<file path="config.mk">
export PLATFORM = sky130hd
export DESIGN_NAME = instr_encoder
export DESIGN_NICKNAME = d
export VERILOG_FILES = /design/src/rtl/mips_pkg.sv /design/src/rtl/instr_pack.sv /design/src/rtl/instr_encoder.sv
export SDC_FILE = /design/constraint.sdc
export NUM_CORES = 1
export LEC_CHECK = 0
export ABC_AREA = 1
export CAP_MARGIN = 20
export CORE_ASPECT_RATIO = 1.1
export CORE_MARGIN = 2
export CORE_UTILIZATION = 47
export DETAILED_ROUTE_END_ITERATION = 8
export GPL_ROUTABILITY_DRIVEN = 0
export PLACE_DENSITY_LB_ADDON = 0.3
export SETUP_SLACK_MARGIN = 0.02
export SKIP_LAST_GASP = 1
export SYNTH_ARGS = -nofsm -noshare
export SYNTH_HDL_FRONTEND = slang
export SYNTH_HIERARCHICAL = 1
export SYNTH_SLANG_ARGS = --single-unit
</file>
<file path="constraint.sdc">
create_clock -name clk -period 4.85 [get_ports clk]
set_input_delay 0.97 -clock clk [delete_from_list [all_inputs] [get_ports clk]]
set_output_delay 0.97 -clock clk [all_outputs]
set_load 0.03 [all_outputs]
</file>
<file path="src/rtl/mips_pkg.sv">
// -----------------------------------------------------------------------------
// mips_pkg
// Shared MIPS subset definitions used by the instruction encoder and decoder:
// opcode/funct codes, the symbolic descriptor kinds, the encoder FSM states
// and small helpers that pack R-type and I-type instruction words.
// No ports (package).
// -----------------------------------------------------------------------------
package mips_pkg;

    // Primary opcodes (instr[31:26])
    localparam logic [5:0] OP_RTYPE = 6'b000000;
    localparam logic [5:0] OP_LW    = 6'b100011;
    localparam logic [5:0] OP_SW    = 6'b101011;
    localparam logic [5:0] OP_BEQ   = 6'b000100;
    localparam logic [5:0] OP_ADDIU = 6'b001001;
    localparam logic [5:0] OP_J     = 6'b000010;

    // R-type function codes (instr[5:0])
    localparam logic [5:0] F_ADDU = 6'b100001;
    localparam logic [5:0] F_SUBU = 6'b100011;
    localparam logic [5:0] F_AND  = 6'b100100;
    localparam logic [5:0] F_OR   = 6'b100101;
    localparam logic [5:0] F_SLTU = 6'b101011;

    // Descriptor kinds; codes 10..15 are illegal
    typedef enum logic [3:0] {
        K_ADDU  = 4'd0,
        K_SUBU  = 4'd1,
        K_AND   = 4'd2,
        K_OR    = 4'd3,
        K_SLTU  = 4'd4,
        K_LW    = 4'd5,
        K_SW    = 4'd6,
        K_BEQ   = 4'd7,
        K_ADDIU = 4'd8,
        K_J     = 4'd9
    } kind_e;

    // Encoder session states
    typedef enum logic [1:0] {
        S_IDLE  = 2'd0,
        S_RUN   = 2'd1,
        S_FLUSH = 2'd2,
        S_DONE  = 2'd3
    } enc_state_e;

    // R-type word: shamt is always zero in this subset
    function automatic logic [31:0] pack_r(input logic [4:0] rs, input logic [4:0] rt,
                                           input logic [4:0] rd, input logic [5:0] funct);
        pack_r = {OP_RTYPE, rs, rt, rd, 5'b00000, funct};
    endfunction

    // I-type word
    function automatic logic [31:0] pack_i(input logic [5:0] op, input logic [4:0] rs,
                                           input logic [4:0] rt, input logic [15:0] imm);
        pack_i = {op, rs, rt, imm};
    endfunction

endpackage

</file>
<file path="src/rtl/instr_pack.sv">
// -----------------------------------------------------------------------------
// instr_pack
// Purely combinational: descriptor kind + fields -> 32-bit MIPS word and a
// legal flag. Only the fields belonging to the selected format are used, so
// stray values on unused fields never reach the word. Illegal kinds give a
// zero word with o_legal = 0.
// Ports:
//   i_kind    4   descriptor kind (kind_e codes, 10..15 illegal)
//   i_rs      5   instr[25:21]
//   i_rt      5   instr[20:16]
//   i_rd      5   instr[15:11] (R-type only)
//   i_imm     16  instr[15:0]  (I-type only)
//   i_target  26  instr[25:0]  (J only)
//   o_word    32  encoded instruction
//   o_legal   1   kind is part of the supported set
// -----------------------------------------------------------------------------
module instr_pack
    import mips_pkg::*;
(
    input  logic [3:0]  i_kind,
    input  logic [4:0]  i_rs,
    input  logic [4:0]  i_rt,
    input  logic [4:0]  i_rd,
    input  logic [15:0] i_imm,
    input  logic [25:0] i_target,
    output logic [31:0] o_word,
    output logic        o_legal
);

    // Format selection and field packing
    always_comb begin
        o_word  = 32'd0;
        o_legal = 1'b0;
        case (i_kind)
            K_ADDU:  begin o_word = pack_r(i_rs, i_rt, i_rd, F_ADDU);    o_legal = 1'b1; end
            K_SUBU:  begin o_word = pack_r(i_rs, i_rt, i_rd, F_SUBU);    o_legal = 1'b1; end
            K_AND:   begin o_word = pack_r(i_rs, i_rt, i_rd, F_AND);     o_legal = 1'b1; end
            K_OR:    begin o_word = pack_r(i_rs, i_rt, i_rd, F_OR);      o_legal = 1'b1; end
            K_SLTU:  begin o_word = pack_r(i_rs, i_rt, i_rd, F_SLTU);    o_legal = 1'b1; end
            K_LW:    begin o_word = pack_i(OP_LW,    i_rs, i_rt, i_imm); o_legal = 1'b1; end
            K_SW:    begin o_word = pack_i(OP_SW,    i_rs, i_rt, i_imm); o_legal = 1'b1; end
            K_BEQ:   begin o_word = pack_i(OP_BEQ,   i_rs, i_rt, i_imm); o_legal = 1'b1; end
            K_ADDIU: begin o_word = pack_i(OP_ADDIU, i_rs, i_rt, i_imm); o_legal = 1'b1; end
            K_J:     begin o_word = {OP_J, i_target};                    o_legal = 1'b1; end
            default: begin o_word = 32'd0;                               o_legal = 1'b0; end
        endcase
    end

endmodule

</file>
<file path="src/rtl/instr_encoder.sv">
// -----------------------------------------------------------------------------
// instr_encoder
// Program loader: accepts symbolic instruction descriptors, encodes them to
// MIPS words and writes them to consecutive instruction-memory addresses
// starting at a session base address. One word per cycle, write port is
// registered (valid one cycle after the descriptor transfer).
// Ports:
//   clk, reset            clock / asynchronous active-high reset
//   start, base_addr      open a session at base_addr (only from IDLE)
//   in_valid, in_ready    descriptor handshake
//   in_kind..in_last      descriptor fields, in_last closes the session
//   imem_we/addr/wdata    instruction-memory write port
//   done                  one-cycle pulse at session end
//   err_illegal           sticky: an illegal kind was consumed
//   err_full              sticky: last address written without in_last
//   word_count            words written in this session
// -----------------------------------------------------------------------------
module instr_encoder
    import mips_pkg::*;
#(
    parameter int ADDR_W = 6
) (
    input  logic              clk,
    input  logic              reset,
    input  logic              start,
    input  logic [ADDR_W-1:0] base_addr,
    input  logic              in_valid,
    output logic              in_ready,
    input  logic [3:0]        in_kind,
    input  logic [4:0]        in_rs,
    input  logic [4:0]        in_rt,
    input  logic [4:0]        in_rd,
    input  logic [15:0]       in_imm,
    input  logic [25:0]       in_target,
    input  logic              in_last,
    output logic              imem_we,
    output logic [ADDR_W-1:0] imem_addr,
    output logic [31:0]       imem_wdata,
    output logic              done,
    output logic              err_illegal,
    output logic              err_full,
    output logic [ADDR_W:0]   word_count
);

    localparam logic [ADDR_W-1:0] PTR_MAX = {ADDR_W{1'b1}};
    localparam logic [ADDR_W-1:0] PTR_ONE = {{(ADDR_W-1){1'b0}}, 1'b1};
    localparam logic [ADDR_W:0]   CNT_ONE = {{ADDR_W{1'b0}}, 1'b1};

    enc_state_e        r_state;
    enc_state_e        w_next;
    logic [ADDR_W-1:0] r_ptr;
    logic [ADDR_W:0]   r_count;
    logic              r_ready;
    logic              r_done;
    logic              r_we;
    logic [ADDR_W-1:0] r_addr;
    logic [31:0]       r_wdata;
    logic              r_err_illegal;
    logic              r_err_full;

    logic [31:0]       w_word;
    logic              w_legal;
    logic              w_xfer;
    logic              w_at_end;

    instr_pack u_pack (
        .i_kind   (in_kind),
        .i_rs     (in_rs),
        .i_rt     (in_rt),
        .i_rd     (in_rd),
        .i_imm    (in_imm),
        .i_target (in_target),
        .o_word   (w_word),
        .o_legal  (w_legal)
    );

    assign w_xfer   = in_valid && r_ready;
    assign w_at_end = (r_ptr == PTR_MAX);

    // Session state register
    always_ff @(posedge clk or posedge reset) begin
        if (reset) begin
            r_state <= S_IDLE;
        end else begin
            r_state <= w_next;
        end
    end

    // Next-state logic; a legal write at the last address closes the session
    // even without in_last because the pointer must not wrap
    always_comb begin
        w_next = r_state;
        case (r_state)
            S_IDLE: begin
                if (start) begin
                    w_next = S_RUN;
                end else begin
                    w_next = S_IDLE;
                end
            end
            S_RUN: begin
                if (w_xfer && (in_last || (w_legal && w_at_end))) begin
                    w_next = S_FLUSH;
                end else begin
                    w_next = S_RUN;
                end
            end
            S_FLUSH: w_next = S_DONE;
            S_DONE:  w_next = S_IDLE;
            default: w_next = S_IDLE;
        endcase
    end

    // Pointer, counters, sticky errors and the registered write port
    always_ff @(posedge clk or posedge reset) begin
        if (reset) begin
            r_ptr         <= {ADDR_W{1'b0}};
            r_count       <= {(ADDR_W+1){1'b0}};
            r_ready       <= 1'b0;
            r_done        <= 1'b0;
            r_we          <= 1'b0;
            r_addr        <= {ADDR_W{1'b0}};
            r_wdata       <= 32'd0;
            r_err_illegal <= 1'b0;
            r_err_full    <= 1'b0;
        end else begin
            // Handshake and done are registered copies of the next state
            r_ready <= (w_next == S_RUN);
            r_done  <= (w_next == S_DONE);
            r_we    <= 1'b0;
            case (r_state)
                S_IDLE: begin
                    if (start) begin
                        r_ptr         <= base_addr;
                        r_count       <= {(ADDR_W+1){1'b0}};
                        r_err_illegal <= 1'b0;
                        r_err_full    <= 1'b0;
                    end
                end
                S_RUN: begin
                    if (w_xfer) begin
                        if (w_legal) begin
                            r_we    <= 1'b1;
                            r_addr  <= r_ptr;
                            r_wdata <= w_word;
                            r_count <= r_count + CNT_ONE;
                            if (w_at_end) begin
                                // Hold the pointer at the top; only flag full
                                // if the stream had more to give
                                r_err_full <= r_err_full | ~in_last;
                            end else begin
                                r_ptr <= r_ptr + PTR_ONE;
                            end
                        end else begin
                            r_err_illegal <= 1'b1;
                        end
                    end
                end
                default: begin
                end
            endcase
        end
    end

    assign in_ready    = r_ready;
    assign done        = r_done;
    assign imem_we     = r_we;
    assign imem_addr   = r_addr;
    assign imem_wdata  = r_wdata;
    assign err_illegal = r_err_illegal;
    assign err_full    = r_err_full;
    assign word_count  = r_count;

endmodule

</file>
Word-level counts from Yosys, hierarchy flattened
Cells that the tools add are included.
{ "op_classes": {"n_addsub": 2, "eq_ne": 21, "n_mux": 25, "bitwise": 2, "n_reduce_logical": 13} }
{ "op_table": {"columns": ["operator", "count"], "rows": [
  ["32-bit case mux with 10 select lines", 1],
  ["6-bit 2-to-1 mux", 4],
  ["7-bit 2-to-1 mux", 3],
  ["4-bit by 3-bit equality test with 1-bit output (second input constant)", 4],
  ["7-bit case mux with 2 select lines", 1],
  ["2-bit != test (second input constant)", 6],
  ["6-bit case mux with 2 select lines", 1],
  ["1-bit 2-to-1 mux", 11],
  ["5-bit AND reduction", 2],
  ["10-bit OR reduction", 1],
  ["4-bit by 2-bit equality test with 1-bit output (second input constant)", 2],
  ["4-bit equality test (second input constant)", 2],
  ["2-bit case mux with 4 select lines", 1],
  ["4-bit AND reduction", 2],
  ["7-bit by 1-bit adder with 7-bit output (second input constant)", 1],
  ["6-bit by 1-bit adder with 6-bit output (second input constant)", 1],
  ["2-bit equality test (second input constant)", 3],
  ["6-bit equality test (second input constant)", 1],
  ["2-bit by 1-bit equality test with 1-bit output (second input constant)", 2],
  ["4-bit by 1-bit equality test with 1-bit output (second input constant)", 1],
  ["4-bit zero test", 1],
  ["1-bit case mux with 2 select lines", 2],
  ["1-bit logical AND", 3],
  ["3-bit AND reduction", 1],
  ["6 further kinds", 6]
]} }
{ "totals": {"register_bits": 58, "inputBits": 72, "out_inout_bits": 50} }

Logic depth before layout (Yosys ltp)
{ "depth": {"word_depth": 9, "mapped_depth": 10} }

Modules after synthesis
Netlist, hierarchy kept.
{ "modules_own_cells": {"columns": ["mod", "instances", "cells_each", "area_per_inst_um2", "seq_area_each_um2"], "rows": [
  ["instr_encoder", 1, 297, 2541.2, 1451.4],
  ["instr_pack", 1, 126, 555.5, 0.0]
]} }

Worst setup path after synthesis
Ideal clock, no wire load.
{ "synth_timing": {"path_type": "input to register", "start": "input port in_kind[1]", "end": "register r_count[6] (netlist: word_count[6])", "setup_time_ps": 120, "arrival_time_ps": 1951, "required_time_ps": 4730, "slack_ps": 2779, "stages": 8, "n_path_buf": 0, "path_cell_list": "o21ai_1 inv_1 nand2_1 nand2_1 nor2_4 nand2_1 o21ai_1 nor2_1"} }
{ "synth_between": {"elab_chain_len": 5, "word_cells_on_any_way": 14} }
{ "synth_rtl": {"columns": ["item", "line", "source"], "rows": [
  ["from (decl)", "instr_encoder.sv:29", "input logic [3:0] in_kind,"],
  ["4-bit by 1-bit equality test with 1-bit output, or another cell as far along", "instr_pack.sv:34", "case (i_kind)"],
  ["10-bit OR reduction (no source line) (*)", null, null],
  ["1-bit 2-to-1 mux (*)", "instr_pack.sv:34", null],
  ["2-bit != test (no source line) (*)", null, null],
  ["4-bit AND reduction (no source line) (*)", null, null],
  ["to (signal assigned)", "instr_encoder.sv:118", "r_count <= {(ADDR_W+1){1'b0}};"],
  ["to (signal assigned)", "instr_encoder.sv:135", "r_count <= {(ADDR_W+1){1'b0}};"],
  ["to (signal assigned)", "instr_encoder.sv:146", "r_count <= r_count + CNT_ONE;"],
  ["to (decl)", "instr_encoder.sv:52", "logic [ADDR_W:0] r_count;"]
]} }
Mark *: on every way between the ends. The rest lies on a longest branch, timed or not.
A chain may end at the register's enable or synchronous reset.

Worst setup path in the final report
{ "layout_timing": {"start": "input port in_kind[1]", "end": "register r_ptr[5]"} }
{ "layout_between": {"elab_chain_len": 5, "word_cells_on_any_way": 14} }
{ "layout_rtl": {"columns": ["item", "line", "source"], "rows": [
  ["4-bit by 1-bit equality test with 1-bit output, or another cell as far along", "instr_pack.sv:34", null],
  ["10-bit OR reduction (no source line) (*)", null, null],
  ["1-bit 2-to-1 mux (*)", "instr_pack.sv:34", null],
  ["net w_legal", "instr_encoder.sv:62", "logic w_legal;"],
  ["2-bit != test (no source line) (*)", null, null],
  ["5-bit AND reduction (no source line) (*)", null, null],
  ["to (signal assigned)", "instr_encoder.sv:117", "r_ptr <= {ADDR_W{1'b0}};"],
  ["to (signal assigned)", "instr_encoder.sv:134", "r_ptr <= base_addr;"],
  ["to (signal assigned)", "instr_encoder.sv:152", "r_ptr <= r_ptr + PTR_ONE;"],
  ["to (decl)", "instr_encoder.sv:51", "logic [ADDR_W-1:0] r_ptr;"]
]} }
The timed path passes the listed nets; every way through them passes the cells marked *.

==> flow_metrics.tcl <==
set metrics [dict create \
    seq_area_sq_mm 0.001451 \
    holdPathStages 2 \
    crit_path_max_fanout 11 \
    internal_power_mw 1.402 \
    relSlewSlack 0.5228 \
    cts_buffer_depth 2 \
    antenna_found_initial 0 \
    drtPass1Iterations 5 \
    p_sw_frac 0.4356 \
    cts-root-buf "clkbuf_8" \
    post_cts_resized 0 \
    fmax_mhz 336.3 \
    antenna-diode-count 0 \
    p_leak_nw 2.243 \
    startpoint_type "input pin" \
    drt-vias-per-instance 4.943 \
    htreeDepth 3 \
    timing.hold.ws_ns 0.4780 \
    synthTopCellsByArea "dfrtp_1 (47%), nand2_1 (26%), nand3_1 (3.2%)" \
    cts_setup_buffers 0 \
    cts_sinks 58 \
    drtAntennaViolNets 0 \
    ys_seq_elements 58 \
    rows 31 \
    cts_hold_buf 0 \
    synth_top_area_share 0.4687 \
    rsz0062_at_grt "false" \
    drc_errors 0 \
    synth_warnings 6 \
    holdCritPathClass "flip-flop to flip-flop" \
    p_total_mw 2.483 \
    port-buffer-count 121 \
    skew_ns 0.004333 \
    avgRoutedWirePerCell_um 12.61 \
    power_density_mw_per_mm2 551.8 \
    pin_count 122 \
    rr_startpoint "r_ptr[0]" \
    grt_pass1_vias 2908 \
    path_clk_slew_ns 0.06 \
    drv_slew 0 \
    outcome "finished, final reports clean" \
    setup_tns_ns 0 \
    finalSetupViolations 0 \
    core_region_area_sq_mm 0.006477 \
    die_y_um 89.13 \
    drt-initial-drc-count 157 \
    synth-edff-count 0 \
    fill_cells 514 \
    syn_inst 423 \
    dp_hpwl_um 5847 \
    maxCapViolCount 0 \
    wirelength_um 7954 \
    grt-ovfl-total 0 \
    p_comb_frac 0.506 \
    ir_drop_v 0.0003249 \
    pwr-share-seq 0.329 \
    synth.avg_cell_area_sq_um 7.321 \
    fin_crit_sh 0.6131 \
    criticalPathCategory "input pin to flip-flop" \
    vias 3119 \
    yosysSeqAreaShare 0.4687 \
    cts_tree "yes" \
    r2r_setup_slack_ns 3.16 \
    dieArea_sq_mm 0.007255 \
    hold_end "imem_wdata[22]" \
    start_util 0.4781 \
    multiInputGateArea_sq_mm 0.001425 \
    grt_max_degree 59 \
    synth_top_area_cell "dfrtp_1" \
    num-nets-final 618 \
    async_reset_ff_frac 1.000 \
    drive_above_1_share 0.08197 \
    end_kind "flip-flop" \
    grt_pass1_wl_um 12810 \
    clkLatencyLatePin_ns 0.33 \
    arrival_ns 3.24 \
    synth_common_cells "nand2_1 (211), dfrtp_1 (58), nor2_1 (25)" \
    min_from "imem_wdata[22]" \
    syn-cell-area_sq_mm 0.003097 \
    area_growth_pct 45.33 \
    finalHoldViolCount 0 \
    p_switching_mw 1.082 \
    synth_most_common_cell "nand2_1" \
    pwr-share-clk 0.165 \
    grt_use_total 0.2342 \
    reg2reg_to "r_ptr[5]" \
    reg2reg_depth 8 \
    die_w_um 81.40 \
    worstMarginPinSlew_ns 0.7159 \
    cp.required_ns 5.12 \
    synth_cell_types 32 \
    synthFlopType "dfrtp_1" \
    startpoint "in_kind[1]" \
    finalCriticalPeriod_ns 2.974 \
    synth_nets 497 \
    cts_buffers 9 \
]
sequential cells by signal, indices dropped and copies added, names as in the netlist:
signal,flops
imem_wdata,32
word_count,7
err_illegal,1
imem_we,1
r_state,2
err_full,1
imem_addr,6
in_ready,1
done,1
r_ptr,6
layout make-up:
cell class / count / area share
flip-flops and latches: 58 / 0.3225
multi-input cells: 322 / 0.3167
repair buffers: 123 / 0.2724
clock buffers: 14 / 0.03837
inverters: 30 / 0.02502
well taps: 82 / 0.02280
clock inverters: 2 / 0.002224
layer usage:
layer  wire length, um  GRT usage  vias to the layer above
met5                 0          0                        -
met4               174     0.1063                        0
met3               842    0.08081                       15
met2              3819     0.3815                      136
met1              3117     0.2797                     1410
li1                  -          -                     1558
worst max path at each step:
stage          slack (ns)  cells past startpoint        endpoint
3_3_place_gp         1.74                      7   word_count[1]
3_5_place_dp         1.61                      8        r_ptr[3]
6_report             1.88                      8        r_ptr[5]
4_1_cts              1.92                      8        r_ptr[3]
2_1_floorplan        2.45                      1            done
5_1_grt              1.74                      8  imem_wdata[12]
cells in the final DEF (no fill, tap or decap), types with 7 or more instances in the layout:
master / instances
a21oi_1: 7
clkbuf_8: 12
clkdlybuf4s50_1: 121
dfrtp_1: 58
inv_1: 23
inv_2: 7
nand2_1: 211
nand3_1: 20
nor2_1: 25
o21ai_0: 20
critical path: stages:
cell and delay [ns]:
clkdlybuf4s50_1 0.52, o21ai_1 0.58, inv_1 0.18, nand2_1 0.15, nand3_2 0.15, nor2_2 0.47
nand3_2 0.12, nand2_1 0.10
power by group through the flow:
stage	Combinational [mW]	Clock (mW)	Sequential [mW]
6_report	1.26	0.410	0.818
5_1_grt	1.36	0.440	0.845
4_1_cts	1.27	0.417	0.819
3_5_place_dp	1.26	0	0.822
3_3_place_gp	1.24	0	0.820
2_1_floorplan	0.468	0	1.13
metrics by stage:
| stage | instances | instance area [sq um] | util | setup WS [ns] |
|---|---|---|---|---|
| floorplan | 423 | 3097 | - | 2.452 |
| global placement | 615 | 4318 | 0.6666 | 1.739 |
| detailed placement | 615 | 4318 | 0.6666 | 1.606 |
| CTS | 631 | 4501 | 0.6948 | 1.918 |
| global route | 631 | 4501 | 0.6948 | 1.743 |
| finish | 631 | 4501 | 0.6948 | 1.876 |
cell families (layout without fill, tap and decap cells):
kind of cell             Yosys count  in the layout  share of synthesized area
AND/OR/NAND/NOR                  277            277                     0.3709
flip-flops                        58             58                     0.4687
XOR/XNOR                           2              2                   0.005658
adder cells (fa/ha/maj)            2              2                   0.008080
AO/OA/AOI/OAI                     40             40                    0.07435
buffers and inverters             43            169                    0.07111
other                              1              1                   0.001211
Note: power is estimated with default switching activity, not from simulation.
